File: config.mk
export PLATFORM = sky130hd
export DESIGN_NAME = keypad_scan_ctrl
export DESIGN_NICKNAME = d
export VERILOG_FILES = /design/src/rtl/keypad_pkg.sv /design/src/rtl/sync_2ff.sv /design/src/rtl/keypad_scan_ctrl.sv
export SDC_FILE = /design/constraint.sdc
export NUM_CORES = 1
export LEC_CHECK = 0
export CAP_MARGIN = 10
export CORE_MARGIN = 5
export CORE_UTILIZATION = 45
export CTS_CLUSTER_DIAMETER = 120
export DETAILED_ROUTE_END_ITERATION = 10
export PLACE_DENSITY = 0.63
export SYNTH_ARGS = -nofsm -noshare
export SYNTH_HDL_FRONTEND = slang
export SYNTH_HIERARCHICAL = 1
export SYNTH_SLANG_ARGS = --single-unit
File: constraint.sdc
create_clock -name clk -period 2.69 [get_ports clk]
set_clock_uncertainty 0.2 [all_clocks]
set_input_delay 0.269 -clock clk [delete_from_list [all_inputs] [get_ports clk]]
set_output_delay 0.269 -clock clk [all_outputs]
set_load 0.005 [all_outputs]
File: src/rtl/keypad_pkg.sv
// Shared types and helpers for the 3x4 keypad scanner: FSM states, key codes,
// and the column/row to key-code decode.
package keypad_pkg;

   typedef enum logic [1:0] {
      SCAN         = 2'd0,
      DEBOUNCE     = 2'd1,
      INTR_HOLD    = 2'd2,
      WAIT_RELEASE = 2'd3
   } state_e;

   localparam logic [3:0] KEY_STAR  = 4'hA;
   localparam logic [3:0] KEY_HASH  = 4'hB;
   localparam logic [2:0] COL_FIRST = 3'b001;

   function automatic logic is_onehot4(input logic [3:0] v);
      return (v != 4'b0000) && ((v & (v - 4'd1)) == 4'b0000);
   endfunction

   // Row 0 is the top row (1,2,3); column 0 is the left column.
   function automatic logic [3:0] decode_key(input logic [2:0] col, input logic [3:0] row);
      logic [3:0] code;
      code = 4'h0;
      case ({row, col})
         7'b0001_001: code = 4'h1;
         7'b0001_010: code = 4'h2;
         7'b0001_100: code = 4'h3;
         7'b0010_001: code = 4'h4;
         7'b0010_010: code = 4'h5;
         7'b0010_100: code = 4'h6;
         7'b0100_001: code = 4'h7;
         7'b0100_010: code = 4'h8;
         7'b0100_100: code = 4'h9;
         7'b1000_001: code = KEY_STAR;
         7'b1000_010: code = 4'h0;
         7'b1000_100: code = KEY_HASH;
         default:     code = 4'h0;
      endcase
      return code;
   endfunction

endpackage

File: src/rtl/sync_2ff.sv
// Two-flop synchroniser for asynchronous input pins, reset to zero.
module sync_2ff #(
   parameter int W = 1
) (
   input  logic         clk,
   input  logic         rst_n,
   input  logic [W-1:0] d,
   output logic [W-1:0] q
);

   logic [W-1:0] meta;

   always_ff @(posedge clk or negedge rst_n) begin
      if (!rst_n) begin
         meta <= '0;
         q    <= '0;
      end else begin
         meta <= d;
         q    <= meta;
      end
   end

endmodule

File: src/rtl/keypad_scan_ctrl.sv
// Column-strobing keypad scanner with press/release debounce, single-key decode
// and an acknowledged interrupt to the MCU.
module keypad_scan_ctrl
   import keypad_pkg::*;
#(
   parameter int SCAN_CYCLES = 100000,
   parameter int DB_CYCLES   = 500000,
   parameter int INTR_CYCLES = 64
) (
   input  logic       clk,
   input  logic       rst_n,
   input  logic [3:0] row,
   input  logic       intr_ack,
   output logic [2:0] col,
   output logic [3:0] key_code,
   output logic       key_valid,
   output logic       intr,
   output state_e     dbg_state
);

   localparam int CNT_MAX_SD = (SCAN_CYCLES > DB_CYCLES) ? SCAN_CYCLES : DB_CYCLES;
   localparam int CNT_MAX    = (CNT_MAX_SD > INTR_CYCLES) ? CNT_MAX_SD : INTR_CYCLES;
   localparam int CNT_W      = $clog2(CNT_MAX + 1);

   localparam logic [CNT_W-1:0] SCAN_LAST = CNT_W'(SCAN_CYCLES - 1);
   localparam logic [CNT_W-1:0] DB_LAST   = CNT_W'(DB_CYCLES - 1);
   localparam logic [CNT_W-1:0] INTR_LAST = CNT_W'(INTR_CYCLES - 1);

   state_e           state_q, state_d;
   logic [CNT_W-1:0] cnt_q, cnt_d;
   logic [2:0]       col_q, col_d;
   logic [3:0]       row_cap_q, row_cap_d;
   logic [3:0]       key_code_q, key_code_d;
   logic             key_valid_q, key_valid_d;
   logic             intr_q, intr_d;
   logic [3:0]       row_s;
   logic [2:0]       col_next;

   sync_2ff #(.W(4)) u_row_sync (
      .clk   (clk),
      .rst_n (rst_n),
      .d     (row),
      .q     (row_s)
   );

   assign col_next = {col_q[1:0], col_q[2]};

   always_ff @(posedge clk or negedge rst_n) begin
      if (!rst_n) begin
         state_q     <= SCAN;
         cnt_q       <= '0;
         col_q       <= COL_FIRST;
         row_cap_q   <= 4'b0000;
         key_code_q  <= 4'h0;
         key_valid_q <= 1'b0;
         intr_q      <= 1'b0;
      end else begin
         state_q     <= state_d;
         cnt_q       <= cnt_d;
         col_q       <= col_d;
         row_cap_q   <= row_cap_d;
         key_code_q  <= key_code_d;
         key_valid_q <= key_valid_d;
         intr_q      <= intr_d;
      end
   end

   // One shared counter: dwell in SCAN, stable samples in DEBOUNCE and
   // WAIT_RELEASE, elapsed cycles in INTR_HOLD. Every state exit clears it.
   // intr/intr_ack handshake: intr rises one cycle after a key is accepted and
   // stays high until intr_ack is sampled high or INTR_CYCLES cycles elapse;
   // intr_ack in any other state has no effect.
   always_comb begin
      state_d     = state_q;
      cnt_d       = cnt_q;
      col_d       = col_q;
      row_cap_d   = row_cap_q;
      key_code_d  = key_code_q;
      key_valid_d = key_valid_q;
      intr_d      = intr_q;

      case (state_q)
         SCAN: begin
            if (cnt_q == SCAN_LAST) begin
               cnt_d = '0;
               if (row_s != 4'b0000) begin
                  row_cap_d = row_s;
                  state_d   = DEBOUNCE;
               end else begin
                  col_d = col_next;
               end
            end else begin
               cnt_d = cnt_q + CNT_W'(1);
            end
         end

         DEBOUNCE: begin
            if (row_s != row_cap_q) begin
               cnt_d   = '0;
               col_d   = col_next;
               state_d = SCAN;
            end else if (cnt_q == DB_LAST) begin
               cnt_d = '0;
               if (is_onehot4(row_cap_q)) begin
                  key_code_d  = decode_key(col_q, row_cap_q);
                  key_valid_d = 1'b1;
                  intr_d      = 1'b1;
                  state_d     = INTR_HOLD;
               end else begin
                  state_d = WAIT_RELEASE;
               end
            end else begin
               cnt_d = cnt_q + CNT_W'(1);
            end
         end

         INTR_HOLD: begin
            if (intr_ack || (cnt_q == INTR_LAST)) begin
               cnt_d   = '0;
               intr_d  = 1'b0;
               state_d = WAIT_RELEASE;
            end else begin
               cnt_d = cnt_q + CNT_W'(1);
            end
         end

         WAIT_RELEASE: begin
            if (row_s != 4'b0000) begin
               cnt_d = '0;
            end else if (cnt_q == DB_LAST) begin
               cnt_d   = '0;
               col_d   = col_next;
               state_d = SCAN;
            end else begin
               cnt_d = cnt_q + CNT_W'(1);
            end
         end

         default: begin
            cnt_d   = '0;
            state_d = SCAN;
         end
      endcase
   end

   assign col       = col_q;
   assign key_code  = key_code_q;
   assign key_valid = key_valid_q;
   assign intr      = intr_q;
   assign dbg_state = state_q;

endmodule

* Yosys cells after proc, flatten, opt, wreduce, memory -nomap -nowiden *
Cells that the tools add are included.

cells by class
  reduce and logical (&&, ||, !) cells = 13
  multiplexer cells = 27
  equality and inequality tests = 29
  $add $sub $neg = 2
  bitwise operators = 2

operator list
  operator               count
  $mux 19                5
  $pmux 19 s4            1
  $pmux 4 s11            1
  $eq 7x4->1 const B     3
  $eq 7x5->1 const B     3
  $eq 7x6->1 const B     3
  $ne 2x2->1 const B     10
  $add 19x1->19 const B  1
  $eq 19x17->1 const B   1
  $eq 19x19->1 const B   1
  $eq 19x6->1 const B    1
  $mux 3                 5
  $eq 7x7->1 const B     2
  $mux 2                 7
  $reduce_and 6->1       2
  $pmux 3 s3             1
  $pmux 2 s4             1
  $reduce_bool 4->1      2
  $mux 1                 5
  $reduce_and 5->1       1
  $and 4x4->4            1
  $eq 2x2->1 const B     2
  $logic_not 4->1        1
  $ne 4x4->1             1
  12 further kinds       12

storage, ports and cells
  bits in registers = 42
  output and inout port bits = 11
  logic and storage cells = 82

* Logic depth before layout (Yosys ltp) *
  word-level depth = 8
  mapped depth = 7
  depth with buffers taken out = 6

* Hierarchy *
The synthesis kept the hierarchy.

by module, submodules not included
  module            area an instance (sq um)  seq. area each (sq um)  cells an instance  instances
  keypad_scan_ctrl  2015.7                    852.1                   209                1
  sync_2ff          200.2                     200.2                   8                  1

* Least setup slack after synthesis *
No wires, ideal clock.

  kind = reg2reg
  start point = register cnt_q[17]
  end point = register col_q[1] (netlist: col[1])
  path slack = 204 ps
  cell stages (with the launch flop) = 5
  required time = 2365 ps
  path buffers = 0
  clock period less this slack = 2486 ps
  data arrival time = 2161 ps
  path through = dfrtp_1 -> or4_1 -> or4_4 -> a311oi_2 -> mux2_2

between the ends
  cells in the longest elaborated chain, start to end = 3
  elaborated cells between the ends (all ways) = 5
  those cells by class = 4 x eq/ne; 1 x reduce/logical

RTL lines
  item                                          RTL line                                         text
  from (decl)                                   keypad_scan_ctrl.sv:30                           logic [CNT_W-1:0] cnt_q, cnt_d;
  from (signal assigned)                        keypad_scan_ctrl.sv:59                           cnt_q <= cnt_d;
  $eq 19x19->1 or $eq 19x17->1 (tied branches)  keypad_scan_ctrl.sv:130, keypad_scan_ctrl.sv:84
  $ne 2x2->1 (no source line)                   --
  $reduce_and 6->1 (no source line) (*)         --
  to (signal assigned)                          keypad_scan_ctrl.sv:60                           col_q <= col_d;
  to (decl)                                     keypad_scan_ctrl.sv:31                           logic [2:0] col_q, col_d;

Mark *: on every way between the ends. The rest lies on a longest branch, timed or not.
A chain may end at the register's enable or synchronous reset.

* Final worst setup path *
  start point = register cnt_q[17]
  end point = register col_q[2] (netlist: col[2])

Same word-level chain as after synthesis.

==> metrics.yaml <==
status: "finished clean"
cts_tree: "built"
synth.net_count: 225
setup_viol: 0
ys.flop_type: "dfrtp_1"
layout-area-overhead-vs-synth_pct: 18.86
drive_above_1_share: 0.1573
synth_seq_cells: 42
globalRouteTotalUtil: 0.1504
worst_pin_slew_ns: 0.8998
grt_max_degree: 43
rows: 25
p_leak_nw: 1.102
die-area_um2: 6427
cp.arrival_ns: 2.59
clk_latency_ns: 0.29
avgSynthCellArea_um2: 10.21
avgRoutedWirePerCell_um: 13.81
min_period_ns: 2.605
cts_made_buffers: 5
synth_edf_count: 0
fmax_mhz: 383.8
cts_setup_buffers: 0
diodes: 0
ff2ff_setup_slack_ns: 0.08
portBuffers: 17
drc: 0
yosysUniqueCellTypes: 48
initial_core_util: 0.4661
report.final.slew_viol_count: 0
gp_congestion: 0.8087
cap_violations: 0
hold_path.class: "reg -> reg"
io_pins: 18
start_kind: "flip-flop"
path_cells: "or4_1 > or4_4 > a311oi_2 > mux2_2"
synthesis.area_um2: 2216
antenna_found_initial: 0
vias_per_cell: 5.394
dr.pass1.iters: 4
cts_max_level: 2
synthArstFlopShare: 1.000
path_delay_family: "simple AND/OR/NAND/NOR gates"
dp.final_hpwl_um: 3194
crit_fanout: 3
crit_start: "cnt_q[17]"
peakVddDrop_uv: 452.9
synthCells: 217
hp-start: "u_row_sync/meta[0]"
cp-end-kind: "flip-flop"
critPathKind: "reg -> reg"
cts_root_buf: "clkbuf_8"
die_h_um: 80.17
fillers: 445
whs_path_depth: 0
antenna_left: 0
grt_overflow: 0
yosysSeqAreaShare: 0.4749
final_nets: 255
die_w_um: 80.17
clk_pin_slew_worst_paths_ns: 0.09
slew_headroom: 0.4001
min_period_over_period: 0.9685
worst_ep_required_time_ns: 2.67
crit_path_top_delay_cell: "or4_4"
clock_path_buffers: 2
powerDensity_nw_per_um2: 517.3
tns_ns: 0
yosysWarnings: 6
hold_end: "u_row_sync/q[0]"
vias: 1699
coreArea_um2: 4755
post-place-ws_ns: 0.09989
setup_ws_ns: 0.08460
r2r-end: "col[2]"
clock_sinks: 42
r2r-start: "cnt_q[17]"
drtIter0Drc: 92
slowest_delay_ns: 0.57
rsz0062_at_grt: "no"
grt_first_pass_wirelength_um: 7631
worst-path-buf-inv: 0
wirelength_um: 4351
grt_pass1_vias: 1636
hold_viol_final: 0
reg2reg_depth: 4
## sequential cells by signal, indices dropped and copies added, names as in the netlist, named ones only
name / count
dbg_state: 1
key_valid: 1
u_row_sync/meta: 4
cnt_q: 19
row_cap_q: 4
intr: 1
u_row_sync/q: 4
col: 3
key_code: 4
## per-stage QoR
stage / hold slack, ns / instances / util / total power, mW / area (um2)
after detailed placement: 0.1355 / 306 / 0.5318 / 0.9618 / 2529
after CTS: 0.1558 / 315 / 0.5534 / 1.379 / 2631
final: 0.1537 / 315 / 0.5539 / 1.362 / 2634
after global routing: 0.1652 / 315 / 0.5539 / 1.447 / 2634
after floorplan: -0.2266 / 217 / - / 0.8920 / 2216
after global placement: 0.1325 / 306 / 0.5318 / 0.9590 / 2529
## placed cells by master (no fill, tap or decap), drive strengths merged, types with 2 or more instances in the layout
cell type / synthesis / final
inv: 5 / 6
and3: 6 / 6
clkbuf: 6 / 5
buf: 3 / 15
nand2b: 5 / 5
a32oi: 5 / 5
a21oi: 3 / 3
o41ai: 2 / 2
and2: 2 / 2
nor2: 34 / 34
nor3b: 2 / 2
nor2b: 3 / 3
nor4b: 3 / 3
a22o: 3 / 3
mux2: 6 / 6
nand2: 8 / 8
nand4b: 2 / 2
nand4: 4 / 4
dfrtp: 41 / 41
clkdlybuf4s50: 0 / 16
clkinvlp: 0 / 2
xor2: 8 / 8
nor4: 4 / 4
o21ai: 7 / 7
xnor2: 16 / 16
or2: 2 / 2
a22oi: 2 / 2
nor3: 6 / 6
or4: 4 / 4
nand3: 14 / 14
## worst max path at each step
stage	to	slack [ns]	cells past startpoint
3_5_place_dp	col[2]	0.1	4
5_1_grt	col[2]	0.003	4
6_report	col[2]	0.08	4
2_1_floorplan	col[1]	0.20	4
4_1_cts	col[2]	0.08	4
3_3_place_gp	col[1]	0.13	4
## timing repair
action | in CTS | in global routing
endpoints found under the setup margin | 0 | 3
hold buffers | 1 | 0
hold endpoints to repair | 41 | 0
gates resized for setup | 0 | 1
## layout make-up
| type | instances | area, um2 | share of cell area |
|---|---|---|---|
| Multi-Input combinational cell | 161 | 1106 | 0.4200 |
| Sequential cell | 42 | 1052 | 0.3995 |
| Timing Repair Buffer | 32 | 280.3 | 0.1064 |
| Tap cell | 67 | 83.83 | 0.03183 |
| Clock buffer | 5 | 68.82 | 0.02613 |
| Clock inverter | 3 | 23.77 | 0.009026 |
| Inverter | 5 | 18.77 | 0.007126 |
## worst register-to-register path: stages, from the launching register on
cell and delay, ns:
dfrtp_1 0.42, or4_1 0.56, or4_4 0.57, a311oi_2 0.37, mux2_2 0.38
## cells in the mapped netlist (3+ instances only)
cell type  instances  share of area
dfrtp_1           41           0.46
nor2_1            34          0.058
xnor2_1           16          0.063
nand3_1           14          0.032
nand2_1            8          0.014
xor2_1             8          0.032
o21ai_0            7          0.016
and3_1             6          0.017
clkbuf_1           6          0.010
inv_1              5         0.0085
nand2b_1           5          0.014
nor3_1             5          0.011
a32oi_1            4          0.016
nand4_1            4          0.011
a21oi_1            3         0.0068
a22o_1             3          0.012
nor2b_1            3         0.0085
nor4_1             3         0.0085
nor4b_1            3          0.012
## per-layer routing
metal,up-vias,GRT usage,part of all wire
met5,-,0,0
met2,36,0.2219,0.44
met4,0,0.04730,0.0094
met1,824,0.2188,0.50
li1,835,-,-
met3,4,0.03251,0.051
## cell families (layout without fill, tap and decap cells)
| group | count (synthesis) | after routing | synth area share |
|---|---|---|---|
| DFF | 42 | 42 | 0.4749 |
| AOI/OAI and AO/OA | 30 | 30 | 0.1146 |
| adders and majority gates | 1 | 1 | 0.005646 |
| buffers and inverters | 14 | 45 | 0.02710 |
| xor gates and xnor gates | 24 | 24 | 0.09486 |
| muxes | 6 | 6 | 0.03388 |
| and+or+nand+nor | 100 | 100 | 0.2490 |
## power breakdown
| group | switching (mW) | internal [mW] | leakage (nW) |
|---|---|---|---|
| Combinational | 0.115 | 0.0975 | 0.518 |
| Clock | 0.230 | 0.186 | 0.0408 |
| Sequential | 0.0463 | 0.688 | 0.543 |
Power figures use the tool's default switching activity.
